## config.mk

```make
export PLATFORM = sky130hd
export DESIGN_NAME = led_seq_gen
export DESIGN_NICKNAME = d
export VERILOG_FILES = /design/src/rtl/led_seq_gen.sv
export SDC_FILE = /design/constraint.sdc
export NUM_CORES = 1
export LEC_CHECK = 0
export CORE_ASPECT_RATIO = 2
export CORE_MARGIN = 8
export CORE_UTILIZATION = 50
export DETAILED_ROUTE_END_ITERATION = 8
export PLACE_DENSITY = 0.77
export SKIP_CTS_REPAIR_TIMING = 1
export SLEW_MARGIN = 20
export SYNTH_ARGS = -nofsm -noshare
export SYNTH_HDL_FRONTEND = slang
export SYNTH_SLANG_ARGS = --single-unit
```

## constraint.sdc

```tcl
create_clock -name ck -period 3.7 [get_ports ck]
set_input_delay 0.37 -clock ck [delete_from_list [all_inputs] [get_ports ck]]
set_output_delay 0.37 -clock ck [all_outputs]
set_load 0.02 [all_outputs]
```

## src/rtl/led_seq_gen.sv

```systemverilog
// LED pattern sequencer: dot, bar, bounce-dot and blink patterns over N_LEDS
// outputs, advanced by a programmable step prescaler.
//
// Bounce direction register:
//   state  | meaning
//   B_UP   | bounce walking toward LED N_LEDS-1
//   B_DOWN | bounce walking back toward LED0
module led_seq_gen #(
  parameter  int N_LEDS = 10,
  parameter  int DIV_W  = 8,
  localparam int POS_W  = $clog2(N_LEDS)
) (
  input  logic              ck,
  input  logic              rs,
  input  logic              en,
  input  logic [1:0]        mode,
  input  logic              dir,
  input  logic [DIV_W-1:0]  div,
  output logic [POS_W-1:0]  pos,
  output logic [N_LEDS-1:0] leds,
  output logic              wrap
);

  typedef enum logic [1:0] {
    M_DOT    = 2'b00,
    M_BAR    = 2'b01,
    M_BOUNCE = 2'b10,
    M_BLINK  = 2'b11
  } mode_t;

  typedef enum logic {
    B_UP   = 1'b0,
    B_DOWN = 1'b1
  } bdir_t;

  localparam logic [POS_W-1:0] LAST = POS_W'(N_LEDS - 1);

  logic [DIV_W-1:0]  r_presc;
  logic [POS_W-1:0]  r_pos;
  mode_t             r_mode;
  bdir_t             r_bdir;
  logic              r_phase;
  logic              r_wrap;
  // Sampled copy of dir so the bar decode depends only on registered state.
  logic              r_dir;

  logic              w_tick;
  logic [DIV_W-1:0]  w_presc_nx;
  logic [POS_W-1:0]  w_pos_nx;
  bdir_t             w_bdir_nx;
  logic              w_phase_nx;
  logic              w_wrap_nx;
  logic [N_LEDS-1:0] w_leds;

  // State register; reset overrides both step and mode change.
  always_ff @(posedge ck) begin
    if (rs) begin
      r_presc <= '0;
      r_pos   <= '0;
      r_mode  <= M_DOT;
      r_bdir  <= B_UP;
      r_phase <= 1'b0;
      r_wrap  <= 1'b0;
      r_dir   <= 1'b0;
    end else begin
      r_presc <= w_presc_nx;
      r_pos   <= w_pos_nx;
      r_mode  <= mode_t'(mode);
      r_bdir  <= w_bdir_nx;
      r_phase <= w_phase_nx;
      r_wrap  <= w_wrap_nx;
      r_dir   <= dir;
    end
  end

  // Next-state: a mode change restarts the pattern, otherwise step on prescaler tick.
  always_comb begin
    w_tick     = 1'b0;
    w_presc_nx = r_presc;
    w_pos_nx   = r_pos;
    w_bdir_nx  = r_bdir;
    w_phase_nx = r_phase;
    w_wrap_nx  = 1'b0;
    if (mode != r_mode) begin
      w_presc_nx = '0;
      w_phase_nx = 1'b0;
      w_bdir_nx  = B_UP;
      w_pos_nx   = (mode != M_BOUNCE && dir) ? LAST : '0;
    end else if (en) begin
      if (r_presc >= div) begin
        w_tick     = 1'b1;
        w_presc_nx = '0;
      end else begin
        w_presc_nx = r_presc + 1'b1;
      end
      if (w_tick) begin
        if (r_mode == M_BOUNCE) begin
          // Reverse as soon as an endpoint is reached so it is shown for one step only.
          if (r_bdir == B_UP) begin
            w_pos_nx = r_pos + 1'b1;
            if (w_pos_nx == LAST) w_bdir_nx = B_DOWN;
          end else begin
            w_pos_nx = r_pos - 1'b1;
            if (w_pos_nx == '0) begin
              w_bdir_nx = B_UP;
              w_wrap_nx = 1'b1;
            end
          end
        end else begin
          if (!dir) begin
            if (r_pos == LAST) begin
              w_pos_nx  = '0;
              w_wrap_nx = 1'b1;
            end else begin
              w_pos_nx = r_pos + 1'b1;
            end
          end else begin
            if (r_pos == '0) begin
              w_pos_nx  = LAST;
              w_wrap_nx = 1'b1;
            end else begin
              w_pos_nx = r_pos - 1'b1;
            end
          end
          if (r_mode == M_BLINK) w_phase_nx = ~r_phase;
        end
      end
    end
  end

  // LED decode from registered mode, position, direction and phase.
  always_comb begin
    w_leds = '0;
    case (r_mode)
      M_DOT, M_BOUNCE: w_leds = N_LEDS'(1) << r_pos;
      M_BAR: begin
        for (int i = 0; i < N_LEDS; i++) begin
          w_leds[i] = r_dir ? (POS_W'(i) >= r_pos) : (POS_W'(i) <= r_pos);
        end
      end
      M_BLINK: w_leds = {N_LEDS{r_phase}};
      default: w_leds = '0;
    endcase
  end

  assign pos  = r_pos;
  assign leds = w_leds;
  assign wrap = r_wrap;

endmodule

```

# Word-level counts from Yosys, hierarchy flattened
# Cells that the tools add are included.
[word_totals] latch_bits=0 elab_cells=88 inputBits=14 memories=0 mem_bits_ro=0 regBits=18 output_inout_bits=15 mem_bits_rw=0
[op_classes] n_eq_ne=7 n_reduce_logical=12 multipliers=0 n_bitwise=4 n_addsub=3 muxes=33 n_lt_le_gt_ge=21 div_mod_pow=0 shift=1
[ops] cell="4-bit two-way mux" count=9
[ops] cell="10-bit one-hot mux with 3 select lines" count=1
[ops] cell="1-bit two-way mux" count=22
[ops] cell="3-bit by 4-bit greater-or-equal comparator with 1-bit output (first input constant)" count=4
[ops] cell="3-bit by 4-bit <= comparator with 1-bit output (first input constant)" count=4
[ops] cell="1-bit by 4-bit << shifter with 10-bit output (first input constant)" count=1
[ops] cell="8-bit by 1-bit adder with 8-bit output (second input constant)" count=1
[ops] cell="4-bit == test (second input constant)" count=2
[ops] cell="1-bit by 4-bit greater-or-equal comparator with 1-bit output (first input constant)" count=2
[ops] cell="2-bit by 4-bit greater-or-equal comparator with 1-bit output (first input constant)" count=2
[ops] cell="4-bit greater-or-equal comparator (first input constant)" count=2
[ops] cell="8-bit greater-or-equal comparator" count=1
[ops] cell="1-bit by 4-bit <= comparator with 1-bit output (first input constant)" count=2
[ops] cell="2-bit by 4-bit <= comparator with 1-bit output (first input constant)" count=2
[ops] cell="4-bit <= comparator (first input constant)" count=2
[ops] cell="4-bit zero test" count=2
[ops] cell="8-bit two-way mux" count=1
[ops] cell="4-bit by 1-bit adder with 4-bit output (second input constant)" count=1
[ops] cell="2-bit == test (second input constant)" count=2
[ops] cell="1-bit inverter" count=4
[ops] cell="4-bit AND reduction" count=1
[ops] cell="2-bit nonzero test" count=2
[ops] cell="2-bit OR reduction" count=2
[ops] cell="4-bit OR reduction" count=1
[ops] cell="other kinds (8)" count=8

# Logic depth before layout (Yosys ltp)
[logic_depth] depth_word=7 mapped_depth=9 ltp_nobuf=7

# Least setup slack after synthesis
# Ideal clock, no wire load.
[synth_timing] path_type="register to output" start="reg r_pos[0] (netlist: pos[0])" end="out leds[1]" setup_slack_ps=1245 required_ps=3330 path_buffers=2 arrival_ps=2085 stages_incl_launch_ff=9 path_cell_list="dfxtp_1 -> clkbuf_1 -> inv_1 -> ha_1 -> or3b_2 -> clkbuf_1 -> xor2_1 -> o21ai_0 -> a21oi_1"
[synth_between] elab_chain_cells=3
[synth_lines] item="start, declared" line_no="39" source="logic [POS_W-1:0] r_pos;"
[synth_lines] item="start signal, assigned" line_no="67" source="r_pos <= w_pos_nx;"
[synth_lines] item="1-bit by 4-bit <= comparator with 1-bit output or 1-bit by 4-bit greater-or-equal comparator with 1-bit output (tied branches)" line_no="138" source="w_leds[i] = r_dir ? (POS_W'(i) >= r_pos) : (POS_W'(i) <= r_pos);"
[synth_lines] item="1-bit two-way mux" line_no="138"
[synth_lines] item="10-bit one-hot mux with 3 select lines *" line_no="134" source="case (r_mode)"
[synth_lines] item="end, declared" line_no="20" source="output logic [N_LEDS-1:0] leds,"
# Mark *: on every way between the ends. The rest lies on a longest branch, timed or not.

# Worst setup path in the final report
# Ends and elaborated chain as after synthesis.

==> results.toml <==
[placed_design]
io_buffers = 28
hpwl_um = 3450
globalplace.congestion = 0.912

[floorplan]
rows = 29
die_h_um = 96.1
core_um2 = 3120
die_area_um2 = 5390
initial_core_util_pct = 51.4
die_w_um = 56.1
io_pins = 29

[pwr]
power.leakage_nw = 0.748
p_int_mw = 0.344
combPwrFrac_pct = 22.8
p_sw_mw = 0.136
irDropWorstVdd_v = 0.000187
p_per_area_nw_per_um2 = 249
seqPwrFrac_pct = 43.6
switching_share_pct = 28.3
pwr-share-clk_pct = 33.6

[timing]
timing.final.crit_share_pct = 82.7
fin_crit_ns = 3.06
relSlewSlack_pct = 51.5
worstMarginPinSlew_ns = 0.726
final_hold_viol_count = 0
rsz0062_at_grt = "false"
worst_hold_slack_ns = 0.508
finalClockSkew_ns = 0.00735
setup_viol = 0
drv_slew = 0
fmax_ghz = 0.327
finalSetupTns_ns = 0

[synthesis]
ys.flop_type = "dfxtp_1"
seq_area_frac_synth_pct = 22.4
synth_nets = 247
yosys_warnings = 0
netlist_area_um2 = 1610
async_flop_share_pct = 0
synthCells = 216
ys_types = 46
syn_area_per_cell_um2 = 7.43
yosys_register_bits = 18
synth_edf_count = 0

[detailed_routing]
drc_errors = 0
wl_um = 4340
avgRoutedWirePerCell_um = 16.4
dr.pass1.iters = 4
drtIter0Drc = 55
via_per_inst = 6.32
vias = 1674
postRouteAntennaNets = 0

[outcome]
status = "finished clean"

[clock_tree]
clkLatencyLatePin_ns = 0.26
h-tree-depth = 1
cts.path.max_buffers = 2
clkTransAtPathRegs_ns = 0.07
clock_sink_count = 18
cts_tree = "done"
clock-root-buffer = "clkbuf_8"
cts_buffers = 3

[worst_setup_path]
worstSetupPathType = "register to output port"
worstPathArrival_ns = 2.69
rrSetupSlack_ns = 1.44
cp-start-kind = "register"
critPathCaptureType = "output port"
crit_fanout = 12
cp_data_required_time_ns = 3.33

[global_routing]
antenna_found_initial = 0
overflow = 0
grt_pass1_wl_um = 7600
track_usage_pct = 16.9
grt_pass1_vias = 1675
grt_max_degree = 22

[cells_and_area]
seqCellArea_um2 = 360
final_cell_mix = "28 x clkdlybuf4s50_1, 20 x a21oi_1, 18 x nand2_1, 18 x dfxtp_1"
multi_input_area_um2 = 1120
mostFrequentLayoutCell = "clkdlybuf4s50_1"
drive_above_1_share_pct = 3.42
area_growth_pct = 20.2
antenna_cells = 0
fillers = 298
nNetsFinal = 266

[job]
maxCapViolCount = 0

[worst_hold_path]
hold_class = "register to register"
[final timing paths]
kind,startpoint,end,depth (start not counted)
worst max-delay path,pos[0],leds[1],7
worst max register to register,r_presc[0],r_presc[3],7
worst min register to register,r_presc[1],r_presc[1],2
worst min-delay path,r_presc[1],r_presc[1],2
[sequential cells by signal (all words and copies together) (netlist names)]
register	count
pos	4
r_bdir	1
r_dir	1
r_mode	2
r_phase	1
r_presc	8
wrap	1
[power by group through the flow]
stage / combinational, mW / sequential [mW] / clock, mW
2_1_floorplan: 0.0739 / 0.206 / 0
3_3_place_gp: 0.108 / 0.213 / 0
3_5_place_dp: 0.109 / 0.213 / 0
4_1_cts: 0.110 / 0.209 / 0.164
5_1_grt: 0.122 / 0.211 / 0.171
6_report: 0.110 / 0.209 / 0.161
[through the flow]
stage / cells / setup WS, ns / power (mW) / utilization, % / instance area, um^2
6_report: 265 / 0.641 / 0.480 / 61.8 / 1930
5_1_grt: 265 / 0.453 / 0.503 / 61.8 / 1930
4_1_cts: 265 / 0.612 / 0.483 / 61.8 / 1930
3_5_place_dp: 261 / 0.914 / 0.323 / 60.1 / 1870
3_3_place_gp: 261 / 0.970 / 0.322 / 60.1 / 1870
2_1_floorplan: 216 / 1.25 / 0.280 / - / 1610
[logic make-up (layout without fill, tap and decap cells)]
family                     after synthesis  after routing  synth area share (%)
AOI/OAI and AO/OA                       65             65                  26.7
xor gates and xnor gates                 7              7                  3.82
adders and majority gates               17             17                  13.2
buffers and inverters                   32             50                  7.56
DFF                                     18             18                  22.4
muxes                                    1              1                 0.624
and+or+nand+nor                         76             76                  25.6
[synth_stat cells, drive strengths merged, types with 2 or more instances]
master	number	area [um^2]
nand2b	5	38.8
a31oi	6	37.5
nand2	18	67.6
nand3	9	45.0
nand4	5	31.3
o22ai	2	12.5
a211oi	2	15.0
o31a	2	17.5
nor2	12	45.0
nor4	4	25.0
clkbuf	14	52.6
inv	17	63.8
or4	4	30.0
xor2	5	43.8
a311o	2	20.0
o31ai	5	37.5
o21bai	2	15.0
nand4b	2	17.5
nor2b	6	37.5
nor3	6	30.0
dfxtp	18	360
ha	17	213
xnor2	2	17.5
a21oi	20	100
o21ai	10	50.1
a221oi	2	17.5
[worst max-delay path, cell delays in order, from the launching register on]
cell	delay (ns)
dfxtp_1	0.42
inv_1	0.13
ha_1	0.30
or3b_2	0.54
xor2_1	0.15
o21ai_0	0.09
a21oi_1	0.17
clkdlybuf4s50_1	0.62
[final cells by class]
type,instances,area share [%]
Sequential cell,18,18.7
Clock buffer,4,2.85
Tap cell,31,2.01
Inverter,17,3.31
Multi-Input combinational cell,166,58.2
Timing Repair Buffer,29,14.9
[metal layers]
layer  GRT usage, %  vias up  wire length [um]  share of wire, %
met3           3.17       13               162               3.7
met1           15.3      781              1560                36
met5              0        -                 0                 0
met2           33.4       55              2470                57
li1               -      825                 -                 -
met4           10.1        0               140               3.2
Note: power is estimated with default switching activity, not from simulation.
